<file path="config.mk">
export PLATFORM = sky130hd
export DESIGN_NAME = mult_share_arbiter_flat
export DESIGN_NICKNAME = d
export VERILOG_FILES = /design/src/rtl/mult_share_arbiter_if.sv /design/src/rtl/mult_share_arbiter.sv /design/src/flat_wrapper.sv
export SDC_FILE = /design/constraint.sdc
export NUM_CORES = 1
export LEC_CHECK = 0
export ABC_AREA = 1
export CORE_MARGIN = 3
export CORE_UTILIZATION = 25
export CTS_CLUSTER_DIAMETER = 80
export DETAILED_ROUTE_END_ITERATION = 7
export GPL_TIMING_DRIVEN = 0
export MAX_ROUTING_LAYER = met4
export PLACE_DENSITY = 0.53
export SETUP_SLACK_MARGIN = 0.4
export SYNTH_ARGS = -nofsm -noshare
export SYNTH_HDL_FRONTEND = slang
export SYNTH_SLANG_ARGS = --single-unit
</file>
<file path="constraint.sdc">
create_clock -name clk -period 16.7 [get_ports clk]
set_clock_uncertainty 0.1 [all_clocks]
set_input_delay 2.505 -clock clk [delete_from_list [all_inputs] [get_ports clk]]
set_output_delay 2.505 -clock clk [all_outputs]
set_load 0.01 [all_outputs]
</file>
<file path="src/rtl/mult_share_arbiter_if.sv">
// mult_share_arbiter_if: request/response bundle between requesters and the shared multiplier
//   req_valid/req_ready : per-requester handshake, NUM_REQ bits
//   req_a/req_b         : packed operands, requester k at [k*OPERAND_SIZE +: OPERAND_SIZE]
//   rsp_valid/rsp_ready : single response handshake
//   rsp_id              : index of the requester owning the response
//   rsp_product         : unsigned product, 2*OPERAND_SIZE bits
//   busy                : arbiter has a transaction in flight
interface mult_share_arbiter_if #(
    parameter int OPERAND_SIZE = 16,
    parameter int NUM_REQ      = 4,
    parameter int ID_W         = 2
);
    logic [NUM_REQ-1:0]              req_valid;
    logic [NUM_REQ-1:0]              req_ready;
    logic [NUM_REQ*OPERAND_SIZE-1:0] req_a;
    logic [NUM_REQ*OPERAND_SIZE-1:0] req_b;
    logic                            rsp_valid;
    logic                            rsp_ready;
    logic [ID_W-1:0]                 rsp_id;
    logic [2*OPERAND_SIZE-1:0]       rsp_product;
    logic                            busy;

    modport master (
        output req_valid, req_a, req_b, rsp_ready,
        input  req_ready, rsp_valid, rsp_id, rsp_product, busy
    );

    modport slave (
        input  req_valid, req_a, req_b, rsp_ready,
        output req_ready, rsp_valid, rsp_id, rsp_product, busy
    );
endinterface

</file>
<file path="src/rtl/mult_share_arbiter.sv">
// mult_share_arbiter: round-robin sharing of one combinational array multiplier among NUM_REQ requesters
//   clk   : rising-edge clock
//   rst_n : asynchronous active-low reset
//   bus   : mult_share_arbiter_if.slave (request ports, tagged response port, busy)
// mult_32: exact unsigned operandSize x operandSize array multiplier (combinational)
//   a, b    : operands
//   product : a*b, 2*operandSize bits
module mult_32 #(
    parameter int operandSize = 16
) (
    input  logic [operandSize-1:0]   a,
    input  logic [operandSize-1:0]   b,
    output logic [2*operandSize-1:0] product
);
    // Sum of shifted partial-product rows, one row per bit of b.
    always_comb begin
        product = '0;
        for (int i = 0; i < operandSize; i++)
            if (b[i]) product = product + ({{operandSize{1'b0}}, a} << i);
    end
endmodule

module mult_share_arbiter #(
    parameter int OPERAND_SIZE = 16,
    parameter int NUM_REQ      = 4,
    parameter int ID_W         = 2
) (
    input logic                 clk,
    input logic                 rst_n,
    mult_share_arbiter_if.slave bus
);
    localparam int W  = OPERAND_SIZE;
    localparam int IW = $clog2(NUM_REQ);

    typedef enum logic [1:0] {IDLE, MULT, RESP} state_t;

    state_t          state;
    state_t          next_state;
    logic [IW-1:0]   ptr;
    logic [IW-1:0]   gnt;
    logic [IW-1:0]   idx;
    logic            found;
    logic [W-1:0]    a_arr [NUM_REQ];
    logic [W-1:0]    b_arr [NUM_REQ];
    logic [W-1:0]    a_q;
    logic [W-1:0]    b_q;
    logic [IW-1:0]   id_q;
    logic [2*W-1:0]  prod;
    logic [ID_W-1:0] rsp_id_q;
    logic [2*W-1:0]  rsp_prod_q;

    genvar k;
    for (k = 0; k < NUM_REQ; k++) begin : g_unpack
        assign a_arr[k] = bus.req_a[k*W +: W];
        assign b_arr[k] = bus.req_b[k*W +: W];
    end

    // First valid requester at or after ptr, wrapping modulo NUM_REQ.
    always_comb begin
        gnt   = '0;
        found = 1'b0;
        idx   = '0;
        for (int i = 0; i < NUM_REQ; i++) begin
            idx = IW'((int'(ptr) + i) % NUM_REQ);
            if (!found && bus.req_valid[idx]) begin
                gnt   = idx;
                found = 1'b1;
            end
        end
    end

    mult_32 #(.operandSize(W)) u_mult (
        .a       (a_q),
        .b       (b_q),
        .product (prod)
    );

    always_ff @(posedge clk or negedge rst_n) begin
        if (!rst_n) state <= IDLE;
        else        state <= next_state;
    end

    always_comb begin
        next_state = state;
        case (state)
            IDLE:    next_state = found ? MULT : IDLE;
            MULT:    next_state = RESP;
            RESP:    next_state = bus.rsp_ready ? IDLE : RESP;
            default: next_state = IDLE;
        endcase
    end

    always_ff @(posedge clk or negedge rst_n) begin
        if (!rst_n) begin
            ptr        <= '0;
            a_q        <= '0;
            b_q        <= '0;
            id_q       <= '0;
            rsp_id_q   <= '0;
            rsp_prod_q <= '0;
        end else if (state == IDLE && found) begin
            a_q  <= a_arr[gnt];
            b_q  <= b_arr[gnt];
            id_q <= gnt;
            ptr  <= (gnt == IW'(NUM_REQ - 1)) ? '0 : gnt + 1'b1;
        end else if (state == MULT) begin
            rsp_prod_q <= prod;
            rsp_id_q   <= ID_W'(id_q);
        end
    end

    // Gated by rst_n so no grant is advertised while reset is held.
    assign bus.req_ready   = (rst_n && state == IDLE && found) ? (NUM_REQ'(1) << gnt) : '0;
    assign bus.rsp_valid   = (state == RESP);
    assign bus.busy        = (state != IDLE);
    assign bus.rsp_id      = rsp_id_q;
    assign bus.rsp_product = rsp_prod_q;
endmodule

</file>
<file path="src/flat_wrapper.sv">
// flat-port wrapper written by rule: the top's interface ports become plain ports
module mult_share_arbiter_flat 
#(
    parameter int OPERAND_SIZE = 16,
    parameter int NUM_REQ      = 4,
    parameter int ID_W         = 2
)
  (clk, rst_n, bus_req_valid, bus_req_a, bus_req_b, bus_rsp_ready, bus_req_ready, bus_rsp_valid, bus_rsp_id, bus_rsp_product, bus_busy);
  mult_share_arbiter_if #(.OPERAND_SIZE(OPERAND_SIZE), .NUM_REQ(NUM_REQ), .ID_W(ID_W)) bus_i ();
  input logic clk;
  input logic rst_n;
  input wire logic [$bits(bus_i.req_valid)-1:0] bus_req_valid;
  input wire logic [$bits(bus_i.req_a)-1:0] bus_req_a;
  input wire logic [$bits(bus_i.req_b)-1:0] bus_req_b;
  input wire logic [$bits(bus_i.rsp_ready)-1:0] bus_rsp_ready;
  output wire logic [$bits(bus_i.req_ready)-1:0] bus_req_ready;
  output wire logic [$bits(bus_i.rsp_valid)-1:0] bus_rsp_valid;
  output wire logic [$bits(bus_i.rsp_id)-1:0] bus_rsp_id;
  output wire logic [$bits(bus_i.rsp_product)-1:0] bus_rsp_product;
  output wire logic [$bits(bus_i.busy)-1:0] bus_busy;
  assign bus_i.req_valid = bus_req_valid;
  assign bus_i.req_a = bus_req_a;
  assign bus_i.req_b = bus_req_b;
  assign bus_i.rsp_ready = bus_rsp_ready;
  assign bus_req_ready = bus_i.req_ready;
  assign bus_rsp_valid = bus_i.rsp_valid;
  assign bus_rsp_id = bus_i.rsp_id;
  assign bus_rsp_product = bus_i.rsp_product;
  assign bus_busy = bus_i.busy;
  mult_share_arbiter #(.OPERAND_SIZE(OPERAND_SIZE), .NUM_REQ(NUM_REQ), .ID_W(ID_W)) u_core (.clk(clk), .rst_n(rst_n), .bus(bus_i));
endmodule
</file>
After elaboration in Yosys (flattened, before gate mapping)

Cells that the tools add are included.

Add/sub/neg operators: 19
Mux-type cells: 43
Shifts and indexed selects: 1
Order comparisons: 5
Divide/modulo/power cells: 0
Reductions and logical operators: 12
Equal/unequal tests: 3
Bitwise gates (word level): 2
Multiply operators: 0

Operator list:

| operator                                                   | number |
|---|---|
| two-way mux 32 bit                                         | 15 |
| two-way mux 16 bit                                         | 5 |
| binary-select mux 16 bit (select 2 bit)                    | 2 |
| adder 32 x 17 -> 32 bit                                    | 1 |
| adder 32 x 18 -> 32 bit                                    | 1 |
| adder 32 x 19 -> 32 bit                                    | 1 |
| adder 32 x 20 -> 32 bit                                    | 1 |
| adder 32 x 21 -> 32 bit                                    | 1 |
| adder 32 x 22 -> 32 bit                                    | 1 |
| adder 32 x 23 -> 32 bit                                    | 1 |
| adder 32 x 24 -> 32 bit                                    | 1 |
| adder 32 x 25 -> 32 bit                                    | 1 |
| adder 32 x 26 -> 32 bit                                    | 1 |
| adder 32 x 27 -> 32 bit                                    | 1 |
| adder 32 x 28 -> 32 bit                                    | 1 |
| adder 32 x 29 -> 32 bit                                    | 1 |
| adder 32 x 30 -> 32 bit                                    | 1 |
| adder 32 x 31 -> 32 bit                                    | 1 |
| less-than comparator 2 x 3 -> 1 bit, second input constant | 4 |
| two-way mux 2 bit                                          | 6 |
| two-way mux 1 bit                                          | 9 |
| binary-select mux 1 bit (select 2 bit)                     | 4 |
| logical AND 1 bit                                          | 6 |
| case mux 2 bit (3 select lines)                            | 1 |
| other kinds (13)                                           | 18 |

Bits in latches: 0
Register bits: 72
Memories kept: 0
Input port bits: 135
Memory bits (writable): 0
Bits in read-only memories: 0

Depth between registers and ports, before layout

Gate-level depths: netlist of the first run.

Depth after elaboration: 31
Depth in mapped cells: 137

Hierarchy

Synthesis of the first run repeated with hierarchy kept, for this count alone.

Cell total of the unflattened synthesis: 3158
Area total of the unflattened synthesis: 18866.8 um^2

By module, submodules not included:

| module             | cells an instance | times used | sequential area each (um^2) | area an instance (um^2) |
|---|---|---|---|---|
| mult_32            | 2515              | 1          | 0.0                         | 14410.1 |
| mult_share_arbiter | 643               | 1          | 1801.7                      | 4456.8 |

Worst setup path after synthesis of the first run

Ideal clock, no wire load.

Path kind: register -> register
Start point: register u_core.b_q[0]
End point: register u_core.rsp_prod_q[30], in the netlist u_core.bus.rsp_product[30]
Library setup time: 0.120 ns
Slack: -0.038 ns
Stages on the path, launching flop included: 119
Required time: 16.480 ns
Arrival: 16.518 ns
Cell sequence: dfrtp_1 buf_6 clkbuf_1 nand2_1 inv_1 ha_1 fa_1 xnor2_1 o21ai_0 inv_1 fa_1 inv_1 nand3_1 nand2_1 a21oi_2 o21ai_1 xnor2_1 o21ai_2 [83 not listed] nand2_1 nand3_1 nand3_1 nand2_1 ha_1 inv_1 nor4_1 nand2_1 o21ai_0 or2_2 nand3_1 o21ai_1 ha_1 o21ai_1 nand2_1 xor2_1 o21ai_1 nand2_1

Word-level cells in the longest chain between the ends: 31

Ends and longest elaborated chain:

| element                  | line                      | source |
|---|---|---|
| start: declaration       | mult_share_arbiter.sv:46  | `logic [W-1:0] b_q;` |
| start signal: assignment | mult_share_arbiter.sv:103 | `b_q <= b_arr[gnt];` |
| two-way mux 16 bit (*)   | mult_share_arbiter.sv:19  | `if (b[i]) product = product + ({{operandSize{1'b0}}, a} << i);` |
| adder 32 x 17 -> 32 bit  | mult_share_arbiter.sv:19  |  |
| two-way mux 32 bit (*)   | mult_share_arbiter.sv:19  |  |
| adder 32 x 18 -> 32 bit  | mult_share_arbiter.sv:19  |  |
| two-way mux 32 bit (*)   | mult_share_arbiter.sv:19  |  |
| adder 32 x 19 -> 32 bit  | mult_share_arbiter.sv:19  |  |
| two-way mux 32 bit (*)   | mult_share_arbiter.sv:19  |  |
| adder 32 x 20 -> 32 bit  | mult_share_arbiter.sv:19  |  |
| [15 not listed]          | n/a                       |  |
| adder 32 x 28 -> 32 bit  | mult_share_arbiter.sv:19  |  |
| two-way mux 32 bit (*)   | mult_share_arbiter.sv:19  |  |
| adder 32 x 29 -> 32 bit  | mult_share_arbiter.sv:19  |  |
| two-way mux 32 bit (*)   | mult_share_arbiter.sv:19  |  |
| adder 32 x 30 -> 32 bit  | mult_share_arbiter.sv:19  |  |
| two-way mux 32 bit (*)   | mult_share_arbiter.sv:19  |  |
| adder 32 x 31 -> 32 bit  | mult_share_arbiter.sv:19  |  |
| two-way mux 32 bit (*)   | mult_share_arbiter.sv:19  |  |
| end signal: assignment   | mult_share_arbiter.sv:107 | `rsp_prod_q <= prod;` |
| end: declaration         | mult_share_arbiter.sv:50  | `logic [2*W-1:0] rsp_prod_q;` |

Every way passes the cells marked *; elsewhere a longest branch is shown, timed or not.
A chain may end at the register's enable or synchronous reset.

Final worst setup path of the first run

Ends and elaborated chain as after synthesis.

==> impl_results.html, run 1 <==
<table>
<tr><th>Metric</th><th>Value</th></tr>
<tr><th colspan="2">Synthesis</th></tr>
<tr><td>Share of synthesized area occupied by flip-flops and latches</td><td>9.924%</td></tr>
<tr><td>Synthesized area divided by synthesized cell count</td><td>6.157 um2</td></tr>
<tr><td>Share of cell area taken by muxes after synthesis</td><td>0.1654%</td></tr>
<tr><td>Most instantiated flip-flop cell in the synthesis netlist</td><td>dfrtp_1</td></tr>
<tr><td>Fraction of registers with async set or reset after synthesis</td><td>100.0%</td></tr>
<tr><td>Unique masters post-synth</td><td>60</td></tr>
<tr><td>Simple-gate share of the synthesized area</td><td>35.14%</td></tr>
<tr><td>Synthesized netlist cell count</td><td>2949</td></tr>
<tr><td>Largest family of logic cells by synthesized area</td><td>simple AND/OR/NAND/NOR gates</td></tr>
<tr><td>Netlist Area Pre-Place</td><td>0.01816 mm2</td></tr>
<tr><td>Parity-gate share of the synthesized area counting xor and xnor cells</td><td>4.776%</td></tr>
<tr><td>Register bit total from synthesis</td><td>72</td></tr>
<tr><td>Post-Syn Nets</td><td>3377</td></tr>
<tr><td>Share of the synthesized area in compound gates (AO/OA/AOI/OAI)</td><td>19.95%</td></tr>
<tr><td>Count of flip-flops with a built-in enable after synthesis</td><td>0</td></tr>
<tr><td>Adder-cell area share of the yosys netlist</td><td>20.81%</td></tr>
<tr><td>Yosys Warn Count</td><td>0</td></tr>
<tr><th colspan="2">Clocking</th></tr>
<tr><td>Count of H-tree levels built during CTS</td><td>3</td></tr>
<tr><td>TritonCTS clock tree</td><td>done</td></tr>
<tr><td>Max Buffers Root-to-Sink</td><td>2</td></tr>
<tr><td>Number of buffers added to fix hold violations after cts</td><td>0</td></tr>
<tr><td>Number of sinks handled by clock tree synthesis</td><td>72</td></tr>
<tr><td>Clock transition at the registers of the reported paths</td><td>0.07 ns</td></tr>
<tr><td>Skew-Pair Late Insertion Delay</td><td>0.36 ns</td></tr>
<tr><td>Number of buffers created by CTS</td><td>9</td></tr>
<tr><td>Root Buffer Master</td><td>clkbuf_16</td></tr>
<tr><th colspan="2">Setup path</th></tr>
<tr><td>Maximum cell stage delay along the critical path</td><td>0.43 ns</td></tr>
<tr><td>Required time of the critical path</td><td>16.85 ns</td></tr>
<tr><td>Cell with the largest stage delay on the worst path</td><td>or4_4</td></tr>
<tr><td>Kind of critical path</td><td>flip-flop to flip-flop</td></tr>
<tr><td>Critical Path Source Type</td><td>flip-flop</td></tr>
<tr><td>CP Capture Type</td><td>flip-flop</td></tr>
<tr><td>Highest net fanout along the worst path</td><td>5</td></tr>
<tr><td>Worst EP arrival</td><td>17.40 ns</td></tr>
<tr><th colspan="2">STA</th></tr>
<tr><td>Max Clk Rate</td><td>0.05795 GHz</td></tr>
<tr><td>Final setup vio count</td><td>6</td></tr>
<tr><td>Transition time at the pin with the least slew margin</td><td>1.098 ns</td></tr>
<tr><td>Headroom to the max-slew limit</td><td>26.83%</td></tr>
<tr><td>Final Cycle Share</td><td>103.3%</td></tr>
<tr><td>Setup repair after global routing missed its margin</td><td>yes</td></tr>
<tr><td>Pins over their slew limit</td><td>0</td></tr>
<tr><td>Crit path setup slack, layout</td><td>-0.5572 ns</td></tr>
<tr><td>Min Tclk post-route</td><td>17.26 ns</td></tr>
<tr><td>Count of endpoints failing hold in the final timing report</td><td>0</td></tr>
<tr><th colspan="2">Floorplanning</th></tr>
<tr><td>Die extent in x</td><td>275.5 um</td></tr>
<tr><td>Die height</td><td>275.5 um</td></tr>
<tr><td>Core region area</td><td>0.07173 mm2</td></tr>
<tr><td>Top-level I/O count</td><td>175</td></tr>
<tr><td>Total number of placement rows</td><td>98</td></tr>
<tr><td>Initial standard-cell utilization of the core</td><td>25.31%</td></tr>
<tr><td>Die area</td><td>0.07589 mm2</td></tr>
<tr><th colspan="2">Layout</th></tr>
<tr><td>Most common cell after layout, fill and taps aside</td><td>nand2_1</td></tr>
<tr><td>Area growth syn-to-layout</td><td>62.29%</td></tr>
<tr><td>Fillcell total</td><td>7214</td></tr>
<tr><td>Most frequent cells in the layout</td><td>621 x nand2_1, 380 x buf_4, 269 x inv_1</td></tr>
<tr><td>Design area</td><td>0.02947 mm2</td></tr>
<tr><td>Layout cells sized above 1</td><td>39.05%</td></tr>
<tr><td>Count of nets after finishing</td><td>3970</td></tr>
<tr><th colspan="2">GRT</th></tr>
<tr><td>Total GRT Usage</td><td>19.73%</td></tr>
<tr><td>Pin count of the biggest net entering global routing</td><td>59</td></tr>
<tr><td>Vias in the first global route</td><td>21207</td></tr>
<tr><td>Total congestion overflow</td><td>0</td></tr>
<tr><td>First-pass GRT wire length</td><td>115100 um</td></tr>
<tr><td>Number of antenna violations at the first check in global routing</td><td>1</td></tr>
<tr><th colspan="2">Run</th></tr>
<tr><td>Maximum Capacitance Violations</td><td>0</td></tr>
<tr><th colspan="2">Placement</th></tr>
<tr><td>Final weighted congestion in routability-driven placement</td><td>0.9012</td></tr>
<tr><td>Placement-stage cell area</td><td>0.02143 mm2</td></tr>
<tr><td>Hpwl dp</td><td>54960 um</td></tr>
<tr><td>Count of buffers inserted at the top-level ports</td><td>174</td></tr>
<tr><th colspan="2">Drt</th></tr>
<tr><td>Count of TritonRoute iterations in the first routing pass</td><td>7</td></tr>
<tr><td>Average wire per standard cell</td><td>17.32 um</td></tr>
<tr><td>Final Routed Wirelength</td><td>77900 um</td></tr>
<tr><td>Vias per cell</td><td>4.894</td></tr>
<tr><td>Detailed router's first-iteration violation count</td><td>1188</td></tr>
<tr><td>Detailed-route DRC error count</td><td>0</td></tr>
<tr><td>Antenna-violating nets left</td><td>0</td></tr>
<tr><td>Vias</td><td>22018</td></tr>
<tr><th colspan="2">Min path</th></tr>
<tr><td>Worst hold path class</td><td>flip-flop to flip-flop</td></tr>
<tr><th colspan="2">Run status</th></tr>
<tr><td>Run status</td><td>complete, but fails checks</td></tr>
<tr><td>Failing checks</td><td>negative setup slack</td></tr>
</table>
==> what timing repair did <==
action                     CTS  global route
hold endpoints to repair     0             0
gates cloned                 0             0
pin swaps                  290           326
gates resized for setup    518           438
setup endpoints to repair   16            16
buffers inserted           293           113
==> per-layer routing <==
metal	part of all wire, %	GRT usage [%]	up-vias
li1	-	-	11073
met1	44	24.23	10272
met2	47	33.02	550
met3	5.0	3.286	123
met4	3.6	6.087	0
met5	0	-	-
==> cells by family after synthesis <==
group                    after synthesis
AND/OR/NAND/NOR                     1440
AO/OA/AOI/OAI                        615
buffers and inverters                427
adder cells (fa/ha/maj)              293
XOR/XNOR                              99
flip-flops                            72
multiplexers                           3
==> sequential cells by signal, summed over array words and instances (netlist names) <==
register	flops
u_core.ptr	2
u_core.a_q	16
u_core.id_q	2
u_core.bus.rsp_product	32
u_core.state	2
u_core.b_q	16
u_core.bus.rsp_id	2
==> layout make-up <==
type | instances | area, um2 | area share (%)
buffer | 80 | 396.6 | 1.346
sequential | 72 | 1854 | 6.293
antenna | 2 | 5.005 | 0.01699
multi-input combinational | 2450 | 19390 | 65.80
clock inverter | 7 | 71.32 | 0.2420
timing repair buffer | 582 | 4989 | 16.93
tap | 950 | 1189 | 4.034
inverter | 347 | 1348 | 4.573
clock buffer | 9 | 225.2 | 0.7643
==> per-stage QoR <==
stage	cells	worst slack, ns	hold slack (ns)	util, %	setup TNS (ns)
final	4499	-0.5572	0.3881	41.08	-2.713
after floorplan	2949	0.4055	0.3781	-	0
after global placement	4073	-2.583	0.3660	29.80	-19.68
after CTS	4384	-0.1660	0.3896	36.95	-0.2479
after global routing	4498	-1.463	0.4180	41.07	-9.330
after detailed placement	4075	-2.507	0.3640	29.87	-19.38
==> critical path, delay by kind of cell (launching register included) <==
kind                       cells  cell delay (ns)
and+or+nand+nor               52             5.65
xor gates and xnor gates      10             1.28
DFF                            1             0.42
buffers and inverters         13             1.20
AOI/OAI and AO/OA             28             4.30
adders and majority gates     16             4.11
==> worst paths after layout <==
check / slack (ns) / cells past startpoint / start / end
worst max-delay path: -0.56 / 119 / u_core.b_q[0] / u_core.bus.rsp_product[30]
max in group asynchronous: 13.91 / 2 / rst_n / u_core.a_q[13]
worst min register to register: 0.39 / 2 / u_core.bus.rsp_product[13] / u_core.bus.rsp_product[13]
worst min-delay path: 0.39 / 2 / u_core.bus.rsp_product[13] / u_core.bus.rsp_product[13]
worst max register to register: -0.56 / 119 / u_core.b_q[0] / u_core.bus.rsp_product[30]
min in group asynchronous: 1.92 / 1 / rst_n / u_core.bus.rsp_product[28]
==> cells in the mapped netlist, types with 25 or more instances <==
cell / instances / share of area, %
buf_2: 35 / 0.96
o21ai_0: 152 / 4.2
nor2_1: 236 / 4.9
a21oi_1: 209 / 5.8
o21ai_1: 76 / 2.1
or2_2: 28 / 0.96
nand3_2: 31 / 1.7
o21ai_2: 25 / 1.2
dfrtp_1: 72 / 9.9
nand2_1: 746 / 15
inv_1: 323 / 6.7
xnor2_1: 31 / 1.5
xor2_1: 68 / 3.3
clkbuf_1: 35 / 0.72
nand3_1: 233 / 6.4
ha_1: 278 / 19
and2_1: 55 / 1.9
nand2_2: 29 / 1.0
Power of run 1 is not shown: default switching activity piles up to over one toggle a cycle in this logic, so the estimate is an artifact.
==> run 2, diff against run 1 <==
CORE_ASPECT_RATIO = 2   (was default)
==> run 2 against run 1 <==
Effect of this change: the run still ends with negative setup slack left; critical path depth unchanged; clock-buffer cell count up 2; register-to-register slack worse by 0.26 ns; via count up 1.4%; critical endpoint unchanged; largest cell class unchanged.
==> impl_results.html, run 2 (synthesis gave the netlist of run 1 again) <==
<table>
<tr><th>Metric</th><th>Value</th></tr>
<tr><th colspan="2">Setup path</th></tr>
<tr><td>Cell with the largest stage delay on the worst path</td><td>dfrtp_1</td></tr>
<tr><td>Critical Path Source Type</td><td>flip-flop</td></tr>
<tr><td>Required time of the critical path</td><td>16.89 ns (+0.04 ns)</td></tr>
<tr><td>Path depth of the worst reg2reg path</td><td>119 (unchanged)</td></tr>
<tr><td>Highest net fanout along the worst path</td><td>7 (+2)</td></tr>
<tr><td>Worst EP arrival</td><td>17.70 ns (+0.30 ns)</td></tr>
<tr><td>Cell seen most often among critical-path stages</td><td>ha_4</td></tr>
<tr><td>Kind of critical path</td><td>flip-flop to flip-flop</td></tr>
<tr><td>Maximum cell stage delay along the critical path</td><td>0.43 ns (about the same)</td></tr>
<tr><td>CP Capture Type</td><td>flip-flop</td></tr>
<tr><th colspan="2">Floorplanning</th></tr>
<tr><td>Top-level I/O count</td><td>175 (unchanged)</td></tr>
<tr><td>Die area</td><td>0.07609 mm2 (+0.26%)</td></tr>
<tr><td>Die extent in x</td><td>196.6 um (-29%)</td></tr>
<tr><td>Core region area</td><td>0.07183 mm2 (+0.13%)</td></tr>
<tr><td>Initial standard-cell utilization of the core</td><td>25.28% (-0.034 points)</td></tr>
<tr><td>Total number of placement rows</td><td>139 (+42%)</td></tr>
<tr><td>Die height</td><td>387.1 um (+41%)</td></tr>
<tr><th colspan="2">Drt</th></tr>
<tr><td>Final Routed Wirelength</td><td>84080 um (+7.9%)</td></tr>
<tr><td>Vias per cell</td><td>5.109 (+4.4%)</td></tr>
<tr><td>Detailed router's first-iteration violation count</td><td>862 (-27%)</td></tr>
<tr><td>Count of TritonRoute iterations in the first routing pass</td><td>5 (-2)</td></tr>
<tr><td>Average wire per standard cell</td><td>19.24 um (+11%)</td></tr>
<tr><td>Detailed-route DRC error count</td><td>0 (unchanged)</td></tr>
<tr><td>Vias</td><td>22332 (+1.4%)</td></tr>
<tr><td>Antenna-violating nets left</td><td>0 (unchanged)</td></tr>
<tr><th colspan="2">Clocking</th></tr>
<tr><td>Clock transition at the registers of the reported paths</td><td>0.08 ns (about the same)</td></tr>
<tr><td>Number of sinks handled by clock tree synthesis</td><td>72 (unchanged)</td></tr>
<tr><td>Skew-Pair Late Insertion Delay</td><td>0.41 ns (+0.05 ns)</td></tr>
<tr><td>Max Buffers Root-to-Sink</td><td>2 (unchanged)</td></tr>
<tr><td>TritonCTS clock tree</td><td>done</td></tr>
<tr><td>Number of buffers created by CTS</td><td>9 (unchanged)</td></tr>
<tr><td>Number of buffers added to fix hold violations after cts</td><td>0 (unchanged)</td></tr>
<tr><td>Count of H-tree levels built during CTS</td><td>3 (unchanged)</td></tr>
<tr><td>Root Buffer Master</td><td>clkbuf_16</td></tr>
<tr><th colspan="2">Placement</th></tr>
<tr><td>Count of buffers inserted at the top-level ports</td><td>174 (unchanged)</td></tr>
<tr><td>Hpwl dp</td><td>62500 um (+14%)</td></tr>
<tr><td>Final weighted congestion in routability-driven placement</td><td>0.9597 (+6.5%)</td></tr>
<tr><th colspan="2">STA</th></tr>
<tr><td>Headroom to the max-slew limit</td><td>3.900% (-23 points)</td></tr>
<tr><td>Final Cycle Share</td><td>104.9% (+1.5 points)</td></tr>
<tr><td>Count of endpoints failing hold in the final timing report</td><td>0 (unchanged)</td></tr>
<tr><td>Final Hold Slack</td><td>0.3914 ns (+0.003312 ns)</td></tr>
<tr><td>Min Tclk post-route</td><td>17.51 ns (+0.2561 ns)</td></tr>
<tr><td>Setup repair after global routing missed its margin</td><td>yes</td></tr>
<tr><td>Setup TNS</td><td>-4.438 ns (-1.725 ns)</td></tr>
<tr><td>Crit path setup slack, layout</td><td>-0.8133 ns (-0.2561 ns)</td></tr>
<tr><td>Final setup vio count</td><td>8 (+2)</td></tr>
<tr><td>Pins over their slew limit</td><td>0 (unchanged)</td></tr>
<tr><td>Max Clk Rate</td><td>0.05710 GHz (-1.5%)</td></tr>
<tr><td>Transition time at the pin with the least slew margin</td><td>1.441 ns (+0.3439 ns)</td></tr>
<tr><th colspan="2">Layout</th></tr>
<tr><td>Area growth syn-to-layout</td><td>57.54%</td></tr>
<tr><td>Count of nets after finishing</td><td>3877 (-2.3%)</td></tr>
<tr><td>End-of-flow core utilization</td><td>39.82% (-1.3 points)</td></tr>
<tr><td>Layout cells sized above 1</td><td>36.45% (-2.6 points)</td></tr>
<tr><td>Number of flip-flops under the largest register name</td><td>32 (unchanged)</td></tr>
<tr><td>Most common cell after layout, fill and taps aside</td><td>nand2_1</td></tr>
<tr><td>Most frequent cells in the layout</td><td>625 x nand2_1, 296 x buf_4, 265 x inv_1</td></tr>
<tr><th colspan="2">GRT</th></tr>
<tr><td>First-pass GRT wire length</td><td>121600 um (+5.6%)</td></tr>
<tr><td>Vias in the first global route</td><td>22566 (+6.4%)</td></tr>
<tr><td>Pin count of the biggest net entering global routing</td><td>58 (-1.7%)</td></tr>
<tr><td>Total GRT Usage</td><td>21.24% (+1.5 points)</td></tr>
<tr><td>Total congestion overflow</td><td>0 (unchanged)</td></tr>
<tr><td>Number of antenna violations at the first check in global routing</td><td>1 (unchanged)</td></tr>
<tr><th colspan="2">Run status</th></tr>
<tr><td>Run status</td><td>complete, but fails checks</td></tr>
<tr><td>Failing checks</td><td>negative setup slack</td></tr>
<tr><th colspan="2">Min path</th></tr>
<tr><td>Worst hold path class</td><td>flip-flop to flip-flop</td></tr>
<tr><td>Worst hold path depth</td><td>2 (unchanged)</td></tr>
<tr><th colspan="2">Run</th></tr>
<tr><td>Maximum Capacitance Violations</td><td>0 (unchanged)</td></tr>
</table>
run 2: cell types whose count changed in the layout (fill, tap and decap cells not counted), sizes merged:
cell and change:
buf -93, bufinv -1, clkbuf +2, clkinv -3, clkinvlp +1, diode -1
inv +1
run 2: timing repair:
action / CTS / global route
setup endpoints to repair: 17 / 16
endpoints found under the hold margin: 0 / 0
pin swaps: 237 / 346
setup buffers: 186 / 128
gates resized for setup: 478 / 476
run 2: per-layer routing:
metal | wire length [um] | GRT usage [%]
met2 | 45310 | 40.57
met5 | 0 | -
met1 | 28020 | 18.85
met4 | 8011 | 15.82
met3 | 2752 | 2.263
run 2: final timing paths:
kind | startpoint | end | slack [ns]
max | u_core.b_q[0] | u_core.bus.rsp_product[30] | -0.81
min in group asynchronous | rst_n | u_core.bus.rsp_product[25] | 1.91
max reg2reg | u_core.b_q[0] | u_core.bus.rsp_product[30] | -0.81
min | u_core.bus.rsp_product[10] | u_core.bus.rsp_product[10] | 0.39
min reg2reg | u_core.bus.rsp_product[10] | u_core.bus.rsp_product[10] | 0.39
max in group asynchronous | rst_n | u_core.a_q[0] | 13.89
run 2: area by class of cell:
type,instances,area (um2)
buffer,80,396.6
timing repair buffer,489,4268
antenna,1,2.502
clock inverter,5,38.79
tap,916,1146
inverter,347,1360
sequential,72,1859
multi-input combinational,2450,19290
fill,7282,43220
clock buffer,11,242.7
run 2: metrics by stage:
stage	std cells	setup WS, ns	area (um2)
global placement	4039	-3.600	21330
finish	4371	-0.8133	28600
detailed placement	4040	-3.663	21360
floorplan	2949	0.4055	18440
global route	4371	-1.594	28600
CTS	4242	-0.7169	25460
run 2: critical path: cells and delay by family, from the launching register on:
family / cells / cell delay [ns]
adder cells (fa/ha/maj): 16 / 4.24
AND/OR/NAND/NOR: 58 / 6.43
AO/OA/AOI/OAI: 26 / 4.19
flip-flops: 1 / 0.43
buffers and inverters: 12 / 0.86
XOR/XNOR: 7 / 1.13
Power of run 2 is left out for the same reason.
